--- src/rtl/bitmask_index_scheduler.sv ---
// Walks a bit mask lowest-index-first, emitting one beat per set bit for the shift-add accumulator.
// Build option: define SCHED_SKIP_ZERO_EN to swallow all-zero masks instead of emitting a single zero-flagged beat.
module bitmask_index_scheduler #(
   parameter int MASK_W = 16,
   parameter int IDX_W  = $clog2(MASK_W)
) (
   input  logic              clk,
   input  logic              reset,
   input  logic              in_valid,
   output logic              in_ready,
   input  logic [MASK_W-1:0] in_mask,
   output logic              out_valid,
   input  logic              out_ready,
   output logic [IDX_W-1:0]  out_idx,
   output logic              out_last,
   output logic              out_zero,
   output logic [IDX_W:0]    out_seq
);

   typedef enum logic {IDLE, RUN} state_t;

   state_t            state, state_next;
   logic [MASK_W-1:0] work, work_next;
   logic [IDX_W:0]    seq, seq_next;
   logic              zflag, zflag_next;
   logic [IDX_W-1:0]  low_idx;
   logic              single;
   logic              active;
   logic              in_fire;
   logic              out_fire;

   // Scanning from the top down lets the lowest set bit win the priority.
   always_comb begin
      low_idx = '0;
      for (int i = MASK_W - 1; i >= 0; i--) begin
         if (work[i]) begin
            low_idx = IDX_W'(i);
         end
      end
   end

   assign single = ((work & (work - MASK_W'(1))) == '0);

   always_ff @(posedge clk) begin
      if (reset) begin
         state <= IDLE;
         work  <= '0;
         seq   <= '0;
         zflag <= 1'b0;
      end else begin
         state <= state_next;
         work  <= work_next;
         seq   <= seq_next;
         zflag <= zflag_next;
      end
   end

   // A new mask may load in the same cycle the final beat of the old one retires.
   always_comb begin
      state_next = state;
      work_next  = work;
      seq_next   = seq;
      zflag_next = zflag;
      if (out_fire) begin
         if (!out_last) begin
            work_next = work & ~(MASK_W'(1) << low_idx);
            seq_next  = seq + (IDX_W + 1)'(1);
         end else begin
            work_next  = '0;
            zflag_next = 1'b0;
            state_next = IDLE;
         end
      end
      if (in_fire) begin
`ifdef SCHED_SKIP_ZERO_EN
         if (in_mask != '0) begin
            work_next  = in_mask;
            seq_next   = '0;
            zflag_next = 1'b0;
            state_next = RUN;
         end
`else
         work_next  = in_mask;
         seq_next   = '0;
         zflag_next = (in_mask == '0);
         state_next = RUN;
`endif
      end
   end

   always_comb begin
      active    = (state == RUN) && !reset;
      out_valid = active;
      out_idx   = active ? low_idx : '0;
      out_last  = active & single;
      out_zero  = active & zflag;
      out_seq   = active ? seq : '0;
      out_fire  = out_valid & out_ready;
      in_ready  = !reset & ((state == IDLE) | (out_fire & out_last));
      in_fire   = in_valid & in_ready;
   end

endmodule

--- config.mk ---
export PLATFORM = sky130hd
export DESIGN_NAME = bitmask_index_scheduler
export DESIGN_NICKNAME = d
export VERILOG_FILES = /design/src/rtl/bitmask_index_scheduler.sv
export SDC_FILE = /design/constraint.sdc
export NUM_CORES = 1
export LEC_CHECK = 0
export CORE_AREA = 4 4 64 66
export DETAILED_ROUTE_END_ITERATION = 10
export DIE_AREA = 0 0 68 70
export DONT_BUFFER_PORTS = 1
export GPL_ROUTABILITY_DRIVEN = 0
export PLACE_DENSITY = 0.58
export SETUP_SLACK_MARGIN = 0.3
export SLEW_MARGIN = 30
export SYNTH_ARGS = -nofsm -noshare
export SYNTH_HDL_FRONTEND = slang
export SYNTH_SLANG_ARGS = --single-unit
--- constraint.sdc ---
create_clock -name clk -period 3.87 [get_ports clk]
set_clock_uncertainty 0.15 [all_clocks]
set_input_delay 0.774 -clock clk [delete_from_list [all_inputs] [get_ports clk]]
set_output_delay 0.774 -clock clk [all_outputs]
set_load 0.005 [all_outputs]
After elaboration in Yosys (flattened, before gate mapping)
Index checks and enable logic that the tools add are counted.

Word-level logic and storage cells: 53. Register bits: 23.

Reduce and logical (&&, ||, !) cells: 9. Bitwise gates (word level): 12. Shift operators: 1. Add/subtract/negate cells: 2. Mux-type cells: 25.

Operators by type and width (count): $mux W4 (17); $mux W16 (3); $and A16 B16 Y16 (2); $logic_not A16 Y1 (2); $not A16 Y16 (1); $shl A1 B4 Y16 const A (1); $sub A16 B1 Y16 const B (1); $and A1 B1 Y1 (6); $add A5 B1 Y5 const B (1); $mux W5 (1); $mux W1 (4); $reduce_and A2 Y1 (2); $reduce_bool A2 Y1 (2); $not A1 Y1 (2); $reduce_or A2 Y1 (1); $logic_and A1 B1 Y1 (1); $logic_not A1 Y1 (1); $or A1 B1 Y1 (1).

Longest topological paths before layout
Depth in word-level cells: 22. Mapped depth: 9.

Worst setup path before layout
OpenSTA, ideal clock, no wires.

Path type: input-to-output. Start: in reset. End: out in_ready. Buffers on the path: 1. Slack: 571 ps. Data required time: 2946 ps. Arrival: 2375 ps. Cell stages on the path: 7. Path through: clkbuf_1 > nand2b_1 > inv_2 > nand4_1 > or3_1 > o41a_1 > nor2_1.

Word-level cells in the longest chain between the ends: 6. Elaborated cells between the ends (all ways): 7. Classes of those cells: 5 x bitwise; 2 x reduce/logical.

Ends and longest elaborated chain: start: declaration (line 8) `input logic reset,`; $logic_not A1 Y1 (*) (line 92) `active = (state == RUN) && !reset;`; $logic_and A1 B1 Y1 (*) (line 92); net out_valid (line 12) `output logic out_valid,`; $and A1 B1 Y1 (on tied branches) (line 98, 95); $and A1 B1 Y1 (*) (line 99) `in_ready = !reset & ((state == IDLE) | (out_fire & out_last));`; $or A1 B1 Y1 (*) (line 99); $and A1 B1 Y1 (*) (line 99); end: declaration (line 10) `output logic in_ready,`.

Mark *: on every way through the listed nets, which the timed path passes. The rest lies on a longest branch.

Worst setup path after layout
Start: reg work[5]. End: out in_ready.

Word-level cells in the longest chain between the ends: 7.

Ends and longest elaborated chain: start: declaration (line 23) `logic [MASK_W-1:0] work, work_next;`; start signal: assignment (line 52) `work <= work_next;`; $sub A16 B1 Y16 (line 42) `assign single = ((work & (work - MASK_W'(1))) == '0);`; $and A16 B16 Y16 (*) (line 42); $logic_not A16 Y1 (*) (line 42); $and A1 B1 Y1 (*) (line 95) `out_last = active & single;`; $and A1 B1 Y1 (*) (line 99); $or A1 B1 Y1 (*) (line 99); $and A1 B1 Y1 (*) (line 99).

Every way passes the cells marked *; elsewhere a longest branch is shown, timed or not.

==> summary.md <==
| Metric | Value |
|---|---|
| Count of cell types in the netlist | 47 |
| Gr usage total | 18.8% |
| Async SR Flop Fraction | 0% |
| Final Hold Fails | 0 |
| Largest net degree at the start of global routing | 17 |
| Die width | 68 microns |
| CP Max Fanout | 11 |
| Highest routed layer | met4 |
| Fin. max-slew vios | 0 |
| Syn Inst Count | 195 |
| Worst IR Drop VDD | 158 uV |
| CTS tree | built |
| Worst endpoint data arrival time | 2.54 ns |
| Syn Area/Cell | 7.88 sq um |
| Tightest Pin Transition | 0.777 ns |
| Total of warnings raised by yosys | 0 |
| Worst EP required | 2.95 ns |
| P_leak | 0.502 nW |
| DPL Wire Length | 3320 microns |
| Post-route ant nets | 0 |
| Vias in the first global route | 1422 |
| Die area | 0.00476 sq mm |
| P&R area growth vs syn | 3.09% |
| Root buffer cell | clkbuf_4 |
| Crit Path Category | reg2out |
| Mapped Nets | 216 |
| Sequential element share of the synthesized area | 30.0% |
| Post-layout min period | 3.47 ns |
| Placeable Area | 0.00358 sq mm |
| Status | finished, final reports clean |
| Simple-gate share of the synthesized area | 32.4% |
| Hold path depth | 2 |
| Compound-Gate Fraction of Synth Area | 30.3% |
| Reg2reg path depth | 6 |
| Placed cell count | 230 |
| Post-Syn Area | 0.00154 sq mm |
| Power Total | 0.000548 W |
| First-pass GRT wire length | 7040 microns |
| Gr ovfl total | 0 |
| Reg2reg start | work[5] |
| Fin cells | 234 |
| Endpoint, Worst Hold | seq[4] |
| Reg2Reg Setup Slack | 0.76 ns |
| Clock transition at path regs | 0.14 ns |
| Final core occ | 44.3% |
| M1 WL | 1920 microns |
| H-tree levels | 1 |
| Worst Hold Class | reg2reg |
| Starting density of the core | 42.9% |
| WL per Instance | 18.5 microns |
| PortBufs | 0 |
| Xor and xnor area share after synthesis | 0% |
| Slew headroom | 47.7% |
| Final Setup Violations | 0 |
| CTS Buffer Depth | 2 |
| Max_cap viols | 0 |
| DIE HEIGHT | 70 microns |
| Drt pass-1 iters | 4 |
| Combinational family with the most area after synthesis | simple AND/OR/NAND/NOR gates |
| Clock sink count | 23 |
| Clock Latency Late Sink | 0.32 ns |
| CTS Buf Count | 3 |
| # nets final | 208 |
| Fmax | 288 MHz |
| Setup crit end kind | output port |
| Post-Route WL | 4330 microns |
| Hold wc startpoint | seq[4] |
| Adder-cell share of the synthesized area | 0.814% |
| Via Count | 1546 |
| Layout cell share with drive strength beyond 1 | 8.60% |
| DR vias/cell | 6.61 |
| Metal2 WL | 1910 microns |
| Multiplexer area fraction after synthesis | 0% |
| #FFs+latches synth | 23 |
| DRC | 0 |
| Fin crit share | 89.6% |
| DR iter-0 viols | 189 |
| CP Launch Type | flop |
| Site Rows | 22 |
| Final setup TNS | 0 ns |
| ANT cells | 0 |
| RR Endpoint | work[3] |
| Initial antenna violation count | 0 |
| EDFF count, synth | 0 |
| Hold_buf cts | 0 |
| Ys flop type | dfxtp_1 |
| Top Ports | 33 |
| RSZ-0062 raised after global routing | true |
| Metal3 WL | 416 microns |
| Power per cell area | 346 mW/mm^2 |
[sequential cells by signal, indices dropped and copies added, names as in the netlist]
signal and count:
seq 5, work 16, state 1, zflag 1
[power by group]
group | total (W) | internal [W] | switching, W
registers | 0.000276 | 0.000249 | 0.0000266
clock network | 0.000117 | 0.0000388 | 0.0000783
logic | 0.000154 | 0.0000604 | 0.0000940
[Yosys cell counts, types with 2 or more instances]
library cell,n,area share [%]
dfxtp_1,23,30
nor2_1,19,4.6
a32o_1,12,7.8
a21oi_1,11,3.6
o21ai_0,11,3.6
clkbuf_1,10,2.4
or4_1,10,4.9
nand2_1,9,2.2
and2_1,8,3.3
inv_1,7,1.7
nor4_1,7,2.9
or3_1,6,2.4
nand2b_1,5,2.0
nand4_1,4,1.6
nor3_1,4,1.3
o31ai_1,4,2.0
a22o_1,3,1.7
nand3_1,3,0.98
a2111oi_0,2,1.1
a21o_1,2,0.98
a22oi_1,2,0.98
buf_2,2,0.65
buf_6,2,1.5
nor2b_1,2,0.81
o211ai_1,2,0.98
o221ai_1,2,1.1
o32ai_1,2,1.1
or2_2,2,0.81
[how the worst max path moves through the flow]
stage	start	endpoint	slack, ns	depth (start not counted)
final	work[5]	in_ready	0.40	5
after global routing	work[9]	in_ready	0.27	5
after CTS	work[1]	out_last	0.36	5
after detailed placement	reset	in_ready	0.57	6
after global placement	reset	in_ready	0.65	6
after floorplan	reset	in_ready	0.57	7
[critical path, cell delays in order (launching register included)]
cell,delay [ns]
dfxtp_1,0.45
or4_4,0.60
nor3_2,0.27
a21oi_1,0.22
o41a_1,0.53
nor2_1,0.15
[placed cells by master, fill, tap and decap left out, types with 3 or more instances in the layout]
cell type / Yosys / routed
and2_1: 8 / 8
a32o_1: 12 / 12
or4_1: 10 / 8
inv_1: 7 / 7
clkbuf_4: 0 / 3
nor3_1: 4 / 3
a21oi_1: 11 / 10
or3_1: 6 / 6
nor2_1: 19 / 19
nand4_1: 4 / 4
o31ai_1: 4 / 4
nor4_1: 7 / 7
dfxtp_1: 23 / 23
nand3_1: 3 / 3
nand2b_1: 5 / 5
o21ai_0: 11 / 11
a22o_1: 3 / 3
nand2_1: 9 / 9
[through the flow]
step                setup WS (ns)  area, sq um  hold WS (ns)
floorplan                   0.571         1540         0.291
global placement            0.649         1530         0.303
detailed placement          0.567         1540         0.319
CTS                         0.357         1570         0.337
global route                0.266         1580         0.332
finish                      0.402         1580         0.334
[layer usage]
| metal | global-route usage, % | vias up |
|---|---|---|
| met5 | 0 | - |
| met4 | 6.62 | 0 |
| met3 | 5.14 | 10 |
| met2 | 26.3 | 63 |
| met1 | 27.1 | 734 |
| li1 | - | 739 |
[layout make-up]
class | count | area (sq um)
Multi-Input combinational cell | 150 | 998
Timing Repair Buffer | 1 | 7.51
Tap cell | 48 | 60.1
Sequential cell | 23 | 460
Fill cell | 387 | 1990
Clock inverter | 1 | 5.00
Inverter | 8 | 30.0
Clock buffer | 3 | 22.5
[repair_timing]
| item | CTS | global route |
|---|---|---|
| gates resized for setup | 2 | 3 |
| endpoints found under the hold margin | 0 | 0 |
| buffers inserted | 0 | 0 |
| endpoints found under the setup margin | 2 | 2 |
[cell families after synthesis]
logic type | Yosys count
buffers and inverters | 22
AND/OR/NAND/NOR | 86
flip-flops | 23
AO/OA/AOI/OAI | 63
adder cells (fa/ha/maj) | 1
Note: power is estimated with default switching activity, not from simulation.
